<file path="config.mk">
export PLATFORM = sky130hd
export DESIGN_NAME = riscv_i32_trace_sequencer_flat
export DESIGN_NICKNAME = d
export VERILOG_FILES = /design/src/rtl/riscv_i32_trace_sequencer_if.sv /design/src/rtl/riscv_i32_trace_sequencer.sv /design/src/flat_wrapper.sv
export SDC_FILE = /design/constraint.sdc
export NUM_CORES = 1
export LEC_CHECK = 0
export BUFFER_PORTS_ARGS = -buffer_cell sky130_fd_sc_hd__buf_2
export CAP_MARGIN = 5
export CORE_MARGIN = 2
export CORE_UTILIZATION = 55
export CTS_CLUSTER_DIAMETER = 80
export DETAILED_ROUTE_END_ITERATION = 8
export PLACE_DENSITY_LB_ADDON = 0.3
export SLEW_MARGIN = 20
export SYNTH_ARGS = -nofsm -noshare
export SYNTH_HDL_FRONTEND = slang
export SYNTH_SLANG_ARGS = --single-unit
</file>
<file path="constraint.sdc">
create_clock -name clk -period 14 [get_ports clk]
set_input_delay 2.8 -clock clk [delete_from_list [all_inputs] [get_ports clk]]
set_output_delay 2.8 -clock clk [all_outputs]
set_load 0.005 [all_outputs]
</file>
<file path="src/rtl/riscv_i32_trace_sequencer_if.sv">
// RISC-V i32 retirement trace bundle.
// The CPU drives it through the master modport; the trace sequencer samples it through the slave modport.
interface riscv_i32_trace_sequencer_if;
  logic        instr_valid;
  logic [31:0] instr_pc;
  logic        branch_taken;
  logic [31:0] branch_target;
  logic        trap;

  modport master (output instr_valid, instr_pc, branch_taken, branch_target, trap);
  modport slave  (input  instr_valid, instr_pc, branch_taken, branch_target, trap);
endinterface

</file>
<file path="src/rtl/riscv_i32_trace_sequencer.sv">
// Filters retired instructions into trace records, buffers them and streams each record as a word burst.
// Optional RISCV_I32_TRACE_SEQ_TIMESTAMP_EN adds a cycle timestamp word per record (header tag 0xB).
module riscv_i32_trace_sequencer #(
  parameter int FIFO_LOG2 = 3
) (
  input  logic                              clk,
  input  logic                              clk__enable,
  input  logic                              reset,
  riscv_i32_trace_sequencer_if.slave        trace,
  input  logic                              capture_enable,
  input  logic                              capture_all,
  output logic                              out_valid,
  input  logic                              out_ready,
  output logic [31:0]                       out_data,
  output logic [FIFO_LOG2:0]                fifo_count,
  output logic                              overflow,
  input  logic                              overflow_clear
);

  localparam int                   DEPTH      = 1 << FIFO_LOG2;
  localparam logic [FIFO_LOG2:0]   COUNT_FULL = (FIFO_LOG2 + 1)'(DEPTH);
  localparam logic [FIFO_LOG2:0]   COUNT_ONE  = 1;
  localparam logic [FIFO_LOG2-1:0] PTR_ONE    = 1;
`ifdef RISCV_I32_TRACE_SEQ_TIMESTAMP_EN
  localparam logic [3:0]           HDR_TAG    = 4'hB;
`else
  localparam logic [3:0]           HDR_TAG    = 4'hA;
`endif

  typedef enum logic [2:0] {
    S_IDLE,
    S_HDR,
    S_PC,
    S_TGT
`ifdef RISCV_I32_TRACE_SEQ_TIMESTAMP_EN
    , S_TS
`endif
  } state_t;

  function automatic logic [1:0] rec_kind(input logic is_trap, input logic is_branch);
    if (is_trap)        return 2'b10;
    else if (is_branch) return 2'b01;
    else                return 2'b00;
  endfunction

  function automatic logic [9:0] sat_inc_drops(input logic [9:0] d);
    return (d == 10'h3FF) ? d : d + 10'd1;
  endfunction

  state_t                 state, next_state;
  logic [FIFO_LOG2-1:0]   wr_ptr, rd_ptr;
  logic [15:0]            seq;
  logic [9:0]             drop_count;
  logic                   capture, full, push, drop, pop, last_word, more;
  logic [1:0]             kind_new;
  logic [31:0]            target_new;

  logic [1:0]             kind_mem  [DEPTH];
  logic [15:0]            seq_mem   [DEPTH];
  logic [9:0]             drops_mem [DEPTH];
  logic [31:0]            pc_mem    [DEPTH];
  logic [31:0]            tgt_mem   [DEPTH];
`ifdef RISCV_I32_TRACE_SEQ_TIMESTAMP_EN
  logic [31:0]            cycle_count;
  logic [31:0]            ts_mem    [DEPTH];
`endif

  assign capture    = clk__enable & capture_enable & trace.instr_valid &
                      (capture_all | trace.branch_taken | trace.trap);
  assign full       = (fifo_count == COUNT_FULL);
  // A full FIFO drops the record even when the head pops in the same cycle.
  assign push       = capture & ~full;
  assign drop       = capture & full;
  assign kind_new   = rec_kind(trace.trap, trace.branch_taken);
  assign target_new = (kind_new == 2'b01) ? trace.branch_target : 32'h0;
`ifdef RISCV_I32_TRACE_SEQ_TIMESTAMP_EN
  assign last_word  = (state == S_TS);
`else
  assign last_word  = (state == S_TGT);
`endif
  assign pop        = clk__enable & out_valid & out_ready & last_word;
  assign more       = (fifo_count > COUNT_ONE) | push;

  // Record storage: written at push, read at the head pointer during serialisation
  always_ff @(posedge clk) begin
    if (push) begin
      kind_mem[wr_ptr]  <= kind_new;
      seq_mem[wr_ptr]   <= seq;
      drops_mem[wr_ptr] <= drop_count;
      pc_mem[wr_ptr]    <= trace.instr_pc;
      tgt_mem[wr_ptr]   <= target_new;
`ifdef RISCV_I32_TRACE_SEQ_TIMESTAMP_EN
      ts_mem[wr_ptr]    <= cycle_count;
`endif
    end
  end

  // FIFO bookkeeping, sequence/drop counters and sticky overflow
  always_ff @(posedge clk) begin
    if (reset) begin
      wr_ptr      <= '0;
      rd_ptr      <= '0;
      fifo_count  <= '0;
      seq         <= '0;
      drop_count  <= '0;
      overflow    <= 1'b0;
`ifdef RISCV_I32_TRACE_SEQ_TIMESTAMP_EN
      cycle_count <= '0;
`endif
    end else if (clk__enable) begin
      if (push) begin
        wr_ptr     <= wr_ptr + PTR_ONE;
        seq        <= seq + 16'd1;
        drop_count <= '0;
      end else if (drop) begin
        drop_count <= sat_inc_drops(drop_count);
      end
      if (pop)
        rd_ptr <= rd_ptr + PTR_ONE;
      if (push && !pop)
        fifo_count <= fifo_count + COUNT_ONE;
      else if (pop && !push)
        fifo_count <= fifo_count - COUNT_ONE;
      if (drop)
        overflow <= 1'b1;
      else if (overflow_clear)
        overflow <= 1'b0;
`ifdef RISCV_I32_TRACE_SEQ_TIMESTAMP_EN
      cycle_count <= cycle_count + 32'd1;
`endif
    end
  end

  always_ff @(posedge clk) begin
    if (reset)
      state <= S_IDLE;
    else if (clk__enable)
      state <= next_state;
  end

  // Leaving IDLE on the push itself gives the header in the cycle after capture.
  always_comb begin
    next_state = state;
    out_valid  = 1'b0;
    out_data   = 32'h0;
    case (state)
      S_IDLE: begin
        if (fifo_count != '0 || push)
          next_state = S_HDR;
      end
      S_HDR: begin
        out_valid = 1'b1;
        out_data  = {HDR_TAG, kind_mem[rd_ptr], drops_mem[rd_ptr], seq_mem[rd_ptr]};
        if (out_ready)
          next_state = S_PC;
      end
      S_PC: begin
        out_valid = 1'b1;
        out_data  = pc_mem[rd_ptr];
        if (out_ready)
          next_state = S_TGT;
      end
      S_TGT: begin
        out_valid = 1'b1;
        out_data  = tgt_mem[rd_ptr];
        if (out_ready) begin
`ifdef RISCV_I32_TRACE_SEQ_TIMESTAMP_EN
          next_state = S_TS;
`else
          next_state = more ? S_HDR : S_IDLE;
`endif
        end
      end
`ifdef RISCV_I32_TRACE_SEQ_TIMESTAMP_EN
      S_TS: begin
        out_valid = 1'b1;
        out_data  = ts_mem[rd_ptr];
        if (out_ready)
          next_state = more ? S_HDR : S_IDLE;
      end
`endif
      default: next_state = S_IDLE;
    endcase
  end

endmodule

</file>
<file path="src/flat_wrapper.sv">
// flat-port wrapper written by rule: the top's interface ports become plain ports
module riscv_i32_trace_sequencer_flat 
#(
  parameter int FIFO_LOG2 = 3
)
  (clk, clk__enable, reset, capture_enable, capture_all, out_valid, out_ready, out_data, fifo_count, overflow, overflow_clear, trace_instr_valid, trace_instr_pc, trace_branch_taken, trace_branch_target, trace_trap);
  riscv_i32_trace_sequencer_if trace_i ();
  input  logic clk;
  input  logic clk__enable;
  input  logic reset;
  input  logic capture_enable;
  input  logic capture_all;
  output logic out_valid;
  input  logic out_ready;
  output logic [31:0] out_data;
  output logic [FIFO_LOG2:0] fifo_count;
  output logic overflow;
  input  logic overflow_clear;
  input wire logic [$bits(trace_i.instr_valid)-1:0] trace_instr_valid;
  input wire logic [$bits(trace_i.instr_pc)-1:0] trace_instr_pc;
  input wire logic [$bits(trace_i.branch_taken)-1:0] trace_branch_taken;
  input wire logic [$bits(trace_i.branch_target)-1:0] trace_branch_target;
  input wire logic [$bits(trace_i.trap)-1:0] trace_trap;
  assign trace_i.instr_valid = trace_instr_valid;
  assign trace_i.instr_pc = trace_instr_pc;
  assign trace_i.branch_taken = trace_branch_taken;
  assign trace_i.branch_target = trace_branch_target;
  assign trace_i.trap = trace_trap;
  riscv_i32_trace_sequencer #(.FIFO_LOG2(FIFO_LOG2)) u_core (.clk(clk), .clk__enable(clk__enable), .reset(reset), .trace(trace_i), .capture_enable(capture_enable), .capture_all(capture_all), .out_valid(out_valid), .out_ready(out_ready), .out_data(out_data), .fifo_count(fifo_count), .overflow(overflow), .overflow_clear(overflow_clear));
endmodule
</file>
* Yosys cells after proc, flatten, opt, wreduce, memory -nomap -nowiden
Memory sizes are Yosys's and may differ from the RTL's. A register that Yosys moved wholly into a read port is not among the register bits. Index checks and enable logic that the tools add are counted.
Cells by class: mux-type cells 30, equal/unequal tests 11, bitwise operators 12, reduce and logical (&&, ||, !) cells 17, order comparisons 1, add/subtract/negate cells 6
Operators with widths (number):
- $pmux W32 S3 | 1
- $mux W3 | 14
- $mux W32 | 1
- $mux W10 | 3
- $add A16 B1 Y16 const B | 1
- $pmux W3 S4 | 1
- $add A10 B1 Y10 const B | 1
- $eq A10 B10 Y1 const B | 1
- $and A1 B1 Y1 | 8
- $mux W4 | 2
- $reduce_and A2 Y1 | 4
- $mux W1 | 7
- $add A3 B1 Y3 const B | 2
- $eq A3 B2 Y1 const B | 2
- $ne A2 B2 Y1 const B | 3
- $reduce_bool A2 Y1 | 3
- $reduce_and A5 Y1 | 1
- $add A4 B1 Y4 const B | 1
- $eq A4 B4 Y1 const B | 1
- $gt A4 B1 Y1 const B | 1
- $ne A2 B1 Y1 const B | 2
- $reduce_bool A4 Y1 | 1
- $sub A4 B1 Y4 const B | 1
- $eq A3 B1 Y1 const B | 1
- other kinds (10) | 14
Storage, ports and cells: memory bits (writable) 736, register bits after elaboration 40, memories kept 5, bits of input ports 74
Memories:
- u_core.pc_mem | words 8, bits a word 32, read ports 1, clocked after Yosys merged registers in 1, write ports 1, line riscv_i32_trace_sequencer.sv:61 | logic [31:0] pc_mem [DEPTH];
- u_core.tgt_mem | words 8, bits a word 32, read ports 1, clocked after Yosys merged registers in 1, write ports 1, line riscv_i32_trace_sequencer.sv:62 | logic [31:0] tgt_mem [DEPTH];
- u_core.seq_mem | words 8, bits a word 16, read ports 1, clocked after Yosys merged registers in 1, write ports 1, line riscv_i32_trace_sequencer.sv:59 | logic [15:0] seq_mem [DEPTH];
- u_core.drops_mem | words 8, bits a word 10, read ports 1, clocked after Yosys merged registers in 1, write ports 1, line riscv_i32_trace_sequencer.sv:60 | logic [9:0] drops_mem [DEPTH];
- u_core.kind_mem | words 8, bits a word 2, read ports 1, clocked after Yosys merged registers in 1, write ports 1, line riscv_i32_trace_sequencer.sv:58 | logic [1:0] kind_mem [DEPTH];

* Longest topological paths before layout
Gate-level depths: netlist (run 1).
word-level depth 10, gate-level depth with buffers 10, depth with buffers taken out 10

* Least setup slack after synthesis (run 1)
OpenSTA, ideal clock, no wires.
path type input-to-reg, from in clk__enable, to mem u_core.drops_mem[2][0], enable pin, setup time 801 ps, slack 160 ps, required time 13199 ps, data arrival time 13039 ps, cell stages on the path 7, path through buf_4 -> and3_1 -> buf_4 -> nand3_4 -> buf_6 -> buf_2 -> nor4b_1
On the way: longest elaborated chain between the ends 6
RTL lines:
- start, declared | line flat_wrapper.sv:9 | input logic clk__enable;
- $and A1 B1 Y1 (3 in a row) | line riscv_i32_trace_sequencer.sv:68 | assign capture = clk__enable & capture_enable & trace.instr_valid &
- $and A1 B1 Y1 | line riscv_i32_trace_sequencer.sv:72 | assign push = capture & ~full;
- $mux W1 | line riscv_i32_trace_sequencer.sv:86 | if (push) begin
- $mux W1 (implied by the code) | line riscv_i32_trace_sequencer.sv:89 | drops_mem[wr_ptr] <= drop_count;
- end, declared | line riscv_i32_trace_sequencer.sv:60
No other way between the ends.

==> key figures, run 1 <==
Synth
  • Ys Warns: 0
  • EDFF count, synth: around 740
  • Mean post-synth cell area: around 21 um2
  • Mapped Area: approximately 30000 um2
  • Post-synth cell types: 50
  • Gate Count Post-Synth: 1438
  • Post-synthesis register bit count: 778
  • FFs w/ async S/R, synth: 0
  • Sequential area share after synthesis: 0.761
  • Post-synth net total: between 1500 and 2000
  • Ys flop type: edfxtp_1

Place
  • RePlAce Congestion: around 0.76
  • HPWL Detailed: 35000 um
  • I/O Buffers: ~110
  • Pre-CTS setup slack: around 7.7 ns

Global routing
  • Initial antenna violation count: 3
  • Largest net degree at the start of global routing: 98
  • GRT Resource Usage Total: 0.233
  • Gr ovfl total: 0
  • First-pass GRT wire length: between 90000 and 100000 um
  • Vias in the first global route: between 15000 and 20000

Floorplanning
  • Starting Density: 0.558
  • Die area: between 50000 and 60000 um2
  • IO Count: between 100 and 150
  • Core Box Area: 54000 um2
  • Die X: around 240 um
  • Die height: 238 um
  • Row count: 85

Setup path
  • CP Capture Type: primary output
  • Startpoint Class: flop
  • CP required: ~11 ns
  • Reg-to-reg slack, setup: slightly above 10 ns
  • Worst-case reg-to-reg path depth: 9
  • Top fanout value on the critical path: 47
  • Critical Path AT: slightly below 4 ns
  • Reg2reg start: u_core.fifo_count[0]$_SDFFE_PP0P_
  • Crit path capture: out_data[27]
  • Reg2reg end: u_core.pc_mem[5][5]$_DFFE_PP_
  • CP Class: flop to primary output

Timing
  • RSZ-0062 raised after global routing: no
  • Slew Limit Fails: 0
  • Worst slew pin tran: about 1.1 ns
  • Final WS setup: between 7 and 8 ns
  • # setup viols final: 0
  • Max_slew headroom: 0.273
  • Hold Vio Cnt, Final: 0
  • Setup TNS: 0 ns
  • Post-layout min period: approximately 6.8 ns
  • Tcrit/Tclk final: 0.484
  • Final Skew: approximately 0.025 ns
  • Max Freq: about 150 MHz

Clock tree
  • CTS root buf: clkbuf_16
  • CTS Sinks: 778
  • CTS tree: built
  • Worst skew pair latency: ~0.62 ns
  • Postcts setup bufs: 0
  • CTS Buffer Depth: 3
  • CTS Buf Count: 76
  • H-tree levels: 3
  • Cts hold-fix bufs: 0
  • Clk slew on worst S/H paths: 0.06 ns
  • Cells resized by post-CTS repair: 0

Finish
  • # fillers: between 3000 and 4000
  • Final core utilization: 0.626
  • Most frequent cells in the layout: edfxtp_1 (736), mux4_2 (180), buf_2 (111)
  • Area growth syn-to-layout: 12.1%
  • Final #Nets: 1667
  • Commonest non-fill, non-tap cell in the layout: edfxtp_1
  • Layout cell share with drive strength beyond 1: 0.274

Detailed routing
  • Total via count in the routed design: 14900
  • WL per Instance: 27.6 um
  • First-pass detailed-route iteration total: 5
  • Final ANT Viol Nets: 0
  • Post-DR vias/cell: ~6.4
  • Initial DRC Count: 1457
  • Routed wire length: ~64000 um
  • DRC: 0

Run
  • Maxcap violations: 0

Power
  • Int Power: 3.62 mW
  • Leakage: 10.8 nW
  • Clock group share of total power: 0.416
  • Switching Fraction: 0.197
  • Worst vdd ir: 80.7 uV
  • Seq pwr share: 0.566
  • Logic pwr share: 0.018
  • Sw Pwr: around 0.9 mW
  • P per Cell Area: 133 nW/um2

Hold path
  • Hold WC Path Type: flop to flop

Status
  • Status: finished clean
[worst min path at each step]
| stage | depth (start not counted) | start | slack, ns | endpoint |
|---|---|---|---|---|
| after global placement | 2 | u_core.overflow$_SDFFE_PP0P_ | 0.48 | u_core.overflow$_SDFFE_PP0P_ |
| final | 2 | u_core.overflow$_SDFFE_PP0P_ | 0.50 | u_core.overflow$_SDFFE_PP0P_ |
| after detailed placement | 2 | u_core.overflow$_SDFFE_PP0P_ | 0.48 | u_core.overflow$_SDFFE_PP0P_ |
| after CTS | 2 | u_core.overflow$_SDFFE_PP0P_ | 0.51 | u_core.overflow$_SDFFE_PP0P_ |
| after global routing | 2 | u_core.overflow$_SDFFE_PP0P_ | 0.55 | u_core.overflow$_SDFFE_PP0P_ |
| after floorplan | 2 | u_core.overflow$_SDFFE_PP0P_ | 0.48 | u_core.overflow$_SDFFE_PP0P_ |
[stage by stage]
step	std cells	hold WS, ns	total power, mW	area, um2
final	2334	0.499	4.50	33800
after detailed placement	2199	0.484	2.68	31500
after global routing	2333	0.550	4.63	33800
after global placement	2199	0.479	2.67	31500
after CTS	2333	0.506	4.53	33800
after floorplan	1438	0.476	2.64	30100
[synthesized netlist by cell type, types with 9 or more instances]
library cell | n | area [um2]
edfxtp_1 | 736 | 22100
mux4_2 | 180 | 4050
a22oi_1 | 52 | 390
dfxtp_1 | 42 | 841
mux2i_1 | 42 | 420
clkbuf_1 | 39 | 146
nor2_1 | 34 | 128
and2_1 | 33 | 206
o211ai_1 | 30 | 225
buf_2 | 26 | 130
nand2_1 | 21 | 78.8
a21oi_1 | 17 | 85.1
ha_1 | 12 | 150
inv_1 | 12 | 45.0
nand3_1 | 12 | 60.1
nand4_1 | 11 | 68.8
o21ai_0 | 11 | 55.1
or4_1 | 11 | 82.6
nand2b_1 | 10 | 62.6
nor3_1 | 10 | 50.1
nor2b_1 | 9 | 56.3
[power by group through the flow]
stage	registers (mW)	clock network [mW]	logic, mW
after global routing	2.55	1.99	0.0875
after detailed placement	2.60	0	0.0805
after global placement	2.60	0	0.0772
after floorplan	2.60	0	0.0387
after CTS	2.55	1.91	0.0809
final	2.55	1.88	0.0802
[per-layer routing]
metal	up-vias	wire (um)	GRT usage
met4	2	1520	0.0739
li1	6331	-	-
met1	7873	26800	0.328
met2	557	31600	0.377
met5	-	10	0
met3	105	4600	0.0403
[cell type report]
class	count	area [um2]	area share
Inverter	14	52.6	0.00155
Sequential cell	778	23000	0.679
Clock inverter	36	229	0.00677
Clock buffer	98	2040	0.0603
Multi-Input combinational cell	572	6870	0.203
Antenna cell	1	2.50	0.0000740
Timing Repair Buffer	139	778	0.0230
Tap cell	696	871	0.0258
[critical path: stages, from the launching register on]
cell	delay, ns
dfxtp_4	0.96
buf_4	0.85
mux4_2	0.59
mux2i_1	0.59
o211ai_1	0.19
buf_2	0.17
[sequential cells by signal (all words and copies together) (netlist names), named ones only]
signal,cells
u_core.fifo_count,4
u_core.state,2
u_core.tgt_mem,256
u_core.wr_ptr,3
u_core.drop_count,10
u_core.seq_mem,128
u_core.kind_mem,16
u_core.drops_mem,80
u_core.seq,16
u_core.pc_mem,256
u_core.rd_ptr,3
u_core.overflow,1
[cell families (layout without fill, tap and decap cells)]
family | after synthesis | count (layout) | synth area share
muxes | 228 | 228 | 0.151
AOI/OAI and AO/OA | 145 | 145 | 0.0342
xor gates and xnor gates | 10 | 10 | 0.00291
DFF | 778 | 778 | 0.761
and+or+nand+nor | 177 | 177 | 0.0333
other | 0 | 1 | 0
adders and majority gates | 12 | 12 | 0.00498
buffers and inverters | 88 | 287 | 0.0129
Note: power is estimated with default switching activity, not from simulation.
==> run 2: changes to the inputs <==
--- a/config.mk
+++ b/config.mk
@@ -5,10 +5,11 @@
 export SDC_FILE = /design/constraint.sdc
 export NUM_CORES = 1
 export LEC_CHECK = 0
+export ABC_AREA = 1
 export BUFFER_PORTS_ARGS = -buffer_cell sky130_fd_sc_hd__buf_2
 export CAP_MARGIN = 5
 export CORE_MARGIN = 2
-export CORE_UTILIZATION = 55
+export CORE_UTILIZATION = 56
 export CTS_CLUSTER_DIAMETER = 80
 export DETAILED_ROUTE_END_ITERATION = 8
 export PLACE_DENSITY_LB_ADDON = 0.3
==> constraint.sdc (replaced) <==
create_clock -name clk -period 5.67 [get_ports clk]
set_input_delay 1.134 -clock clk [delete_from_list [all_inputs] [get_ports clk]]
set_output_delay 1.134 -clock clk [all_outputs]
set_load 0.005 [all_outputs]
==> run 2 against run 1 <==
Compared with the run above:
- global-route usage rose by 3.8 points
- clock skew fell by 0.0080 ns
- sequential power rose by 150%
- synthesized area rose by 12%
- critical path depth rose by 6
- cell area rose by 11%
- via count rose by 57%
- setup slack got worse by 6.2 ns
- sequential share of layout area fell by 6.6 points
- highest routed layer unchanged
==> key figures, run 2 <==
Finish
  • Area taken by multi-input logic gates: 8000 um2
  • Most frequent cells in the layout: nand2_1 (1024), edfxtp_1 (736), inv_1 (527)
  • Post-Layout Cell Count: between 4000 and 5000
  • Post-route cell area: approximately 37000 um2
  • Commonest non-fill, non-tap cell in the layout: nand2_1
  • Regs by FF count: u_core.pc_mem (256), u_core.tgt_mem (256), u_core.seq_mem (128)
  • Area growth syn-to-layout: 10.9%
  • Final #Nets: ~3500
  • Final core utilization: 0.624
  • Layout cell share with drive strength beyond 1: 0.0827
  • Register area: around 23000 um2
  • # fillers: around 4700

Global routing
  • Vias in the first global route: about 23000
  • Gr ovfl total: 0
  • GRT Resource Usage Total: 0.270
  • Initial antenna violation count: 8
  • Largest net degree at the start of global routing: 140
  • First-pass GRT wire length: around 130000 um

Setup path
  • Cell count along the critical path: 11
  • Reg2reg start: u_core.fifo_count[0]$_SDFFE_PP0P_
  • Crit-path max cell delay: ~0.66 ns
  • Reg-to-reg slack, setup: 2.18 ns
  • Startpoint Class: flop
  • Critical path's top delay family: buffers and inverters
  • CP Class: flop to primary output
  • WP buf/inv: 4
  • Worst path slowest cell: inv_8
  • Critical Path AT: about 3.5 ns
  • CP Capture Type: primary output
  • CP Cell Sequence: inv_8 > buf_4 > nand2_1 > nand2_1 > nand2_1 > nand3_1 > nand3_1 > nand3_1 > nand2_1 > inv_1 > buf_2
  • Worst-case reg-to-reg path depth: 8
  • Most used cell, CP: nand2_1
  • Crit path capture: out_data[6]
  • CP required: roughly 4.5 ns
  • Reg2reg end: u_core.pc_mem[2][3]$_DFFE_PP_
  • Top fanout value on the critical path: around 140

Clock tree
  • CTS Buffer Depth: 3
  • CTS Sinks: between 700 and 800
  • CTS root buf: clkbuf_16
  • Postcts setup bufs: 0
  • Clk slew on worst S/H paths: roughly 0.060 ns
  • CTS tree: built
  • H-tree levels: 3
  • Cells resized by post-CTS repair: 0
  • CTS Buf Count: 78
  • Cts hold-fix bufs: 0
  • Worst skew pair latency: ~0.62 ns

Power
  • Logic pwr share: 0.027
  • Clock group share of total power: 0.430
  • P per Cell Area: approximately 310 nW/um2
  • Int Power: slightly above 9 mW
  • Worst vdd ir: between 200 and 300 uV
  • Leakage: 15.7 nW
  • Switching Fraction: 0.204
  • Sw Pwr: 2.37 mW
  • Seq pwr share: 0.543

Timing
  • Final Skew: around 0.017 ns
  • RSZ-0062 raised after global routing: no
  • Slew Limit Fails: 0
  • Hold Slack: between 0.4 and 0.5 ns
  • # setup viols final: 0
  • Post-layout min period: approximately 4.6 ns
  • Max_slew headroom: 0.316
  • Tcrit/Tclk final: 0.820
  • Worst slew pin tran: slightly above 1 ns
  • Setup TNS: 0 ns
  • Hold Vio Cnt, Final: 0
  • Max Freq: about 220 MHz

Synth
  • Gate Count Post-Synth: 3299
  • FFs w/ async S/R, synth: 0
  • Area leader, netlist: edfxtp_1
  • Mean post-synth cell area: a little over 10 um2
  • Ys flop type: edfxtp_1
  • Post-synth net total: between 3000 and 4000
  • Count leader, synth: nand2_1
  • EDFF count, synth: ~740
  • Top cells by count, synth: nand2_1 (1024), edfxtp_1 (736), inv_1 (528), nand3_1 (512), nor2_1 (137)
  • Post-synth cell types: 33
  • Mapped Area: around 34000 um2
  • Ys Warns: 0
  • Top cells by area, synth: edfxtp_1 (65%), nand2_1 (11%), nand3_1 (7.6%), inv_1 (5.9%), dfxtp_1 (2.5%)
  • Post-synthesis register bit count: slightly below 800
  • Sequential area share after synthesis: 0.680
  • Post-synth top area share: 0.655

Place
  • Placed insts: between 4000 and 5000
  • I/O Buffers: 111
  • HPWL Detailed: between 40000 and 50000 um
  • RePlAce Congestion: 0.841
  • Placement Cell Area: about 35000 um2

Detailed routing
  • Post-DR vias/cell: between 5 and 6
  • WL per Instance: 20.0 um
  • Total via count in the routed design: approximately 23000
  • Final ANT Viol Nets: 0
  • DRC: 0
  • Initial DRC Count: ~2600
  • First-pass detailed-route iteration total: 6
  • Routed wire length: about 84000 um

Floorplanning
  • Die X: ~250 um
  • IO Count: about 110
  • Core Box Area: ~60000 um2
  • Row count: 90
  • Starting Density: 0.562
  • Die height: 250 um
  • Die area: ~62000 um2

Status
  • Status: finished clean

Hold path
  • Hold WC Path Type: flop to flop
  • Worst hold stages: 2

Run
  • Maxcap violations: 0
## run 2: worst min-delay path by stage
| stage | from | end |
|---|---|---|
| after CTS | u_core.rd_ptr[2]$_SDFFE_PP0P_ | flop |
| final | u_core.rd_ptr[2]$_SDFFE_PP0P_ | flop |
| after global placement | u_core.rd_ptr[2]$_SDFFE_PP0P_ | flop |
| after detailed placement | u_core.rd_ptr[2]$_SDFFE_PP0P_ | flop |
| after global routing | u_core.rd_ptr[2]$_SDFFE_PP0P_ | flop |
| after floorplan | u_core.rd_ptr[2]$_SDFFE_PP0P_ | flop |
## run 2: tightest hold or removal path: stages (launching register included)
cell and delay [ns]:
dfxtp_1 0.32, inv_1 0.05, a21oi_1 0.06
## run 2: layer usage
| metal | routed length, um | up-vias | share of wire | global-route usage |
|---|---|---|---|---|
| li1 | - | 10900 | - | - |
| met1 | 33700 | 11200 | 0.40 | 0.357 |
| met2 | 41100 | 1055 | 0.49 | 0.453 |
| met3 | 6570 | 160 | 0.078 | 0.0414 |
| met4 | 2760 | 2 | 0.033 | 0.108 |
| met5 | 11 | - | 0.00013 | 0 |
## run 2: cell families (layout without fill, tap and decap cells)
group                    Yosys count  count (layout)  share of synthesized area
adder cells (fa/ha/maj)           12              12                    0.00445
buffers and inverters            697             831                     0.0856
other                              0               3                          0
AND/OR/NAND/NOR                 1696            1696                      0.210
AO/OA/AOI/OAI                    111             111                     0.0192
XOR/XNOR                           5               5                    0.00130
flip-flops                       778             778                      0.680
## run 2: per-stage QoR
stage                     worst slack [ns]  power [mW]
after global placement                1.75        6.72
after global routing                 0.802        11.9
after CTS                             1.04        11.7
after detailed placement              1.65        6.73
final                                 1.02        11.6
after floorplan                     -0.521        6.57
## run 2: cell type report
cell class / count / area share
clock inverter: 40 / 0.00896
inverter: 533 / 0.0538
tap: 782 / 0.0261
timing repair buffer: 153 / 0.0269
clock buffer: 105 / 0.0571
multi-input combinational: 1824 / 0.214
antenna: 3 / 0.000201
sequential: 778 / 0.613
## run 2: power by group through the flow
stage / sequential (mW) / combinational [mW] / clock [mW]
3_5_place_dp: 6.42 / 0.310 / 0
2_1_floorplan: 6.42 / 0.147 / 0
5_1_grt: 6.30 / 0.341 / 5.28
6_report: 6.30 / 0.313 / 5.00
4_1_cts: 6.30 / 0.312 / 5.05
3_3_place_gp: 6.42 / 0.302 / 0
==> run 3: changes to the inputs <==
==> constraint.sdc (replaced) <==
create_clock -name clk -period 3.75 [get_ports clk]
set_input_delay 0.75 -clock clk [delete_from_list [all_inputs] [get_ports clk]]
set_output_delay 0.75 -clock clk [all_outputs]
set_load 0.005 [all_outputs]
==> run 3 against run 2 <==
Compared with the run above:
- via count grew 1.0%
- sequential cell count is the same
- global-route usage grew 0.68 points
- core utilization grew 0.61 points
- combinational power grew 58%
- worst hold slack lost 0.073 ns
- setup slack lost 0.96 ns
- non-clock buffer count grew 21
- power grew 50%
- largest power group unchanged
==> key figures, run 3 (synthesis gave the netlist of run 2 again) <==
Status
  • Status: finished clean

Global routing
  • First-pass GRT wire length: ~130000 um
  • Initial antenna violation count: 3
  • Gr ovfl total: 0
  • Vias in the first global route: around 23000
  • Largest net degree at the start of global routing: 109
  • GRT Resource Usage Total: 0.277

Floorplanning
  • Die X: around 250 um
  • Row count: 90
  • Core Box Area: 60000 um2
  • Die height: 250 um
  • Die area: 62300 um2
  • Starting Density: 0.562
  • IO Count: 112

Setup path
  • CP required: about 3.0 ns
  • Reg-to-reg slack, setup: between 0.7 and 0.8 ns
  • Top fanout value on the critical path: 26
  • CP Capture Type: primary output
  • Startpoint Class: flop
  • CP Class: flop to primary output
  • Critical Path AT: 2.94 ns

Clock tree
  • Cells resized by post-CTS repair: 0
  • Cts hold-fix bufs: 0
  • H-tree levels: 3
  • Worst skew pair latency: 0.62 ns
  • CTS tree: built
  • CTS Buf Count: 77
  • CTS Buffer Depth: 3
  • CTS Sinks: 778
  • Clk slew on worst S/H paths: 0.06 ns
  • Postcts setup bufs: 0
  • CTS root buf: clkbuf_16

Detailed routing
  • Routed wire length: around 86000 um
  • Total via count in the routed design: between 20000 and 25000
  • Initial DRC Count: about 2900
  • Post-DR vias/cell: ~5.6
  • WL per Instance: slightly above 20 um
  • Final ANT Viol Nets: 0
  • First-pass detailed-route iteration total: 6
  • DRC: 0

Timing
  • Hold Slack: 0.396 ns
  • Worst slew pin tran: roughly 0.83 ns
  • Max_slew headroom: 0.443
  • RSZ-0062 raised after global routing: no
  • Hold Vio Cnt, Final: 0
  • Max Freq: approximately 270 MHz
  • Final WS setup: roughly 0.06 ns
  • Post-layout min period: ~3.7 ns
  • Slew Limit Fails: 0
  • # setup viols final: 0
  • Tcrit/Tclk final: 0.984
  • Final Skew: approximately 0.012 ns

Finish
  • Regs by FF count: u_core.pc_mem (256), u_core.tgt_mem (256), u_core.seq_mem (128)
  • Commonest non-fill, non-tap cell in the layout: nand2_1
  • Final #Nets: 3474
  • Area growth syn-to-layout: 12.0%
  • Layout cell share with drive strength beyond 1: 0.0893
  • Most frequent cells in the layout: nand2_1 (1022), edfxtp_1 (736), inv_1 (526)

Power
  • Sw Pwr: between 3 and 4 mW
  • Leakage: roughly 16 nW
  • Clock group share of total power: 0.425
  • Switching Fraction: 0.205
  • P per Cell Area: 461 nW/um2
  • Worst vdd ir: roughly 320 uV
  • Final Power: 17.4 mW
  • Seq pwr share: 0.547
  • Logic pwr share: 0.028
  • Int Power: ~14 mW

Place
  • RePlAce Congestion: 0.843
  • I/O Buffers: approximately 110
  • Pre-CTS setup slack: 0.633 ns
  • HPWL Detailed: 50400 um

Run
  • Maxcap violations: 0

Hold path
  • Hold WC Path Type: input pin to flop
## run 3: cell types whose count changed in the layout (fill, tap and decap cells not counted), sizes merged
cell,before,now
buf,153,174
bufinv,5,4
clkbuf,105,101
clkinvlp,2,1
diode,3,2
inv,534,535
## run 3: layout make-up
type / count / area (um2)
Sequential cell: 778 / 23000
Fill cell: 4640 / 22200
Multi-Input combinational cell: 1824 / 8030
Clock buffer: 101 / 2090
Inverter: 533 / 2020
Timing Repair Buffer: 174 / 1420
Tap cell: 782 / 978
Clock inverter: 39 / 304
Antenna cell: 2 / 5.00
## run 3: power groups by stage
| stage | Combinational (mW) | Clock [mW] | Sequential (mW) |
|---|---|---|---|
| 5_1_grt | 0.534 | 7.80 | 9.52 |
| 4_1_cts | 0.491 | 7.47 | 9.52 |
| 6_report | 0.494 | 7.40 | 9.52 |
| 3_5_place_dp | 0.489 | 0 | 9.71 |
| 3_3_place_gp | 0.477 | 0 | 9.70 |
| 2_1_floorplan | 0.227 | 0 | 9.71 |
## run 3: path summary, 6_finish.rpt
check,from,endpoint,cells past startpoint
hold reg to reg,u_core.rd_ptr[2]$_SDFFE_PP0P_,flop,2
setup reg to reg,u_core.fifo_count[0]$_SDFFE_PP0P_,u_core.tgt_mem[4][9]$_DFFE_PP_,8
hold / removal,trace_instr_pc[24],u_core.pc_mem[3][24]$_DFFE_PP_,1
setup / recovery,flop,out_data[21],8
## run 3: metal layers
layer,vias up,share of wire,track usage
li1,10900,-,-
met2,1181,0.49,0.462
met3,163,0.083,0.0413
met1,11300,0.39,0.369
met4,0,0.032,0.111
met5,-,0,0
## run 3: critical path: stages (launching register included)
cell	delay (ns)
dfxtp_4	0.54
clkinv_2	0.58
buf_4	0.42
nand3_1	0.11
nand3_1	0.14
nand3_1	0.25
nand2_1	0.09
inv_1	0.06
buf_2	0.10
## run 3: metrics by stage
step                      setup TNS (ns)   util  std cells  instance area [um2]
after detailed placement               0  0.590       4091                35400
after global routing                   0  0.630       4233                37800
after global placement                 0  0.590       4091                35400
after CTS                              0  0.630       4231                37800
after floorplan                  -134.47      -       3299                33800
final                                  0  0.630       4233                37800
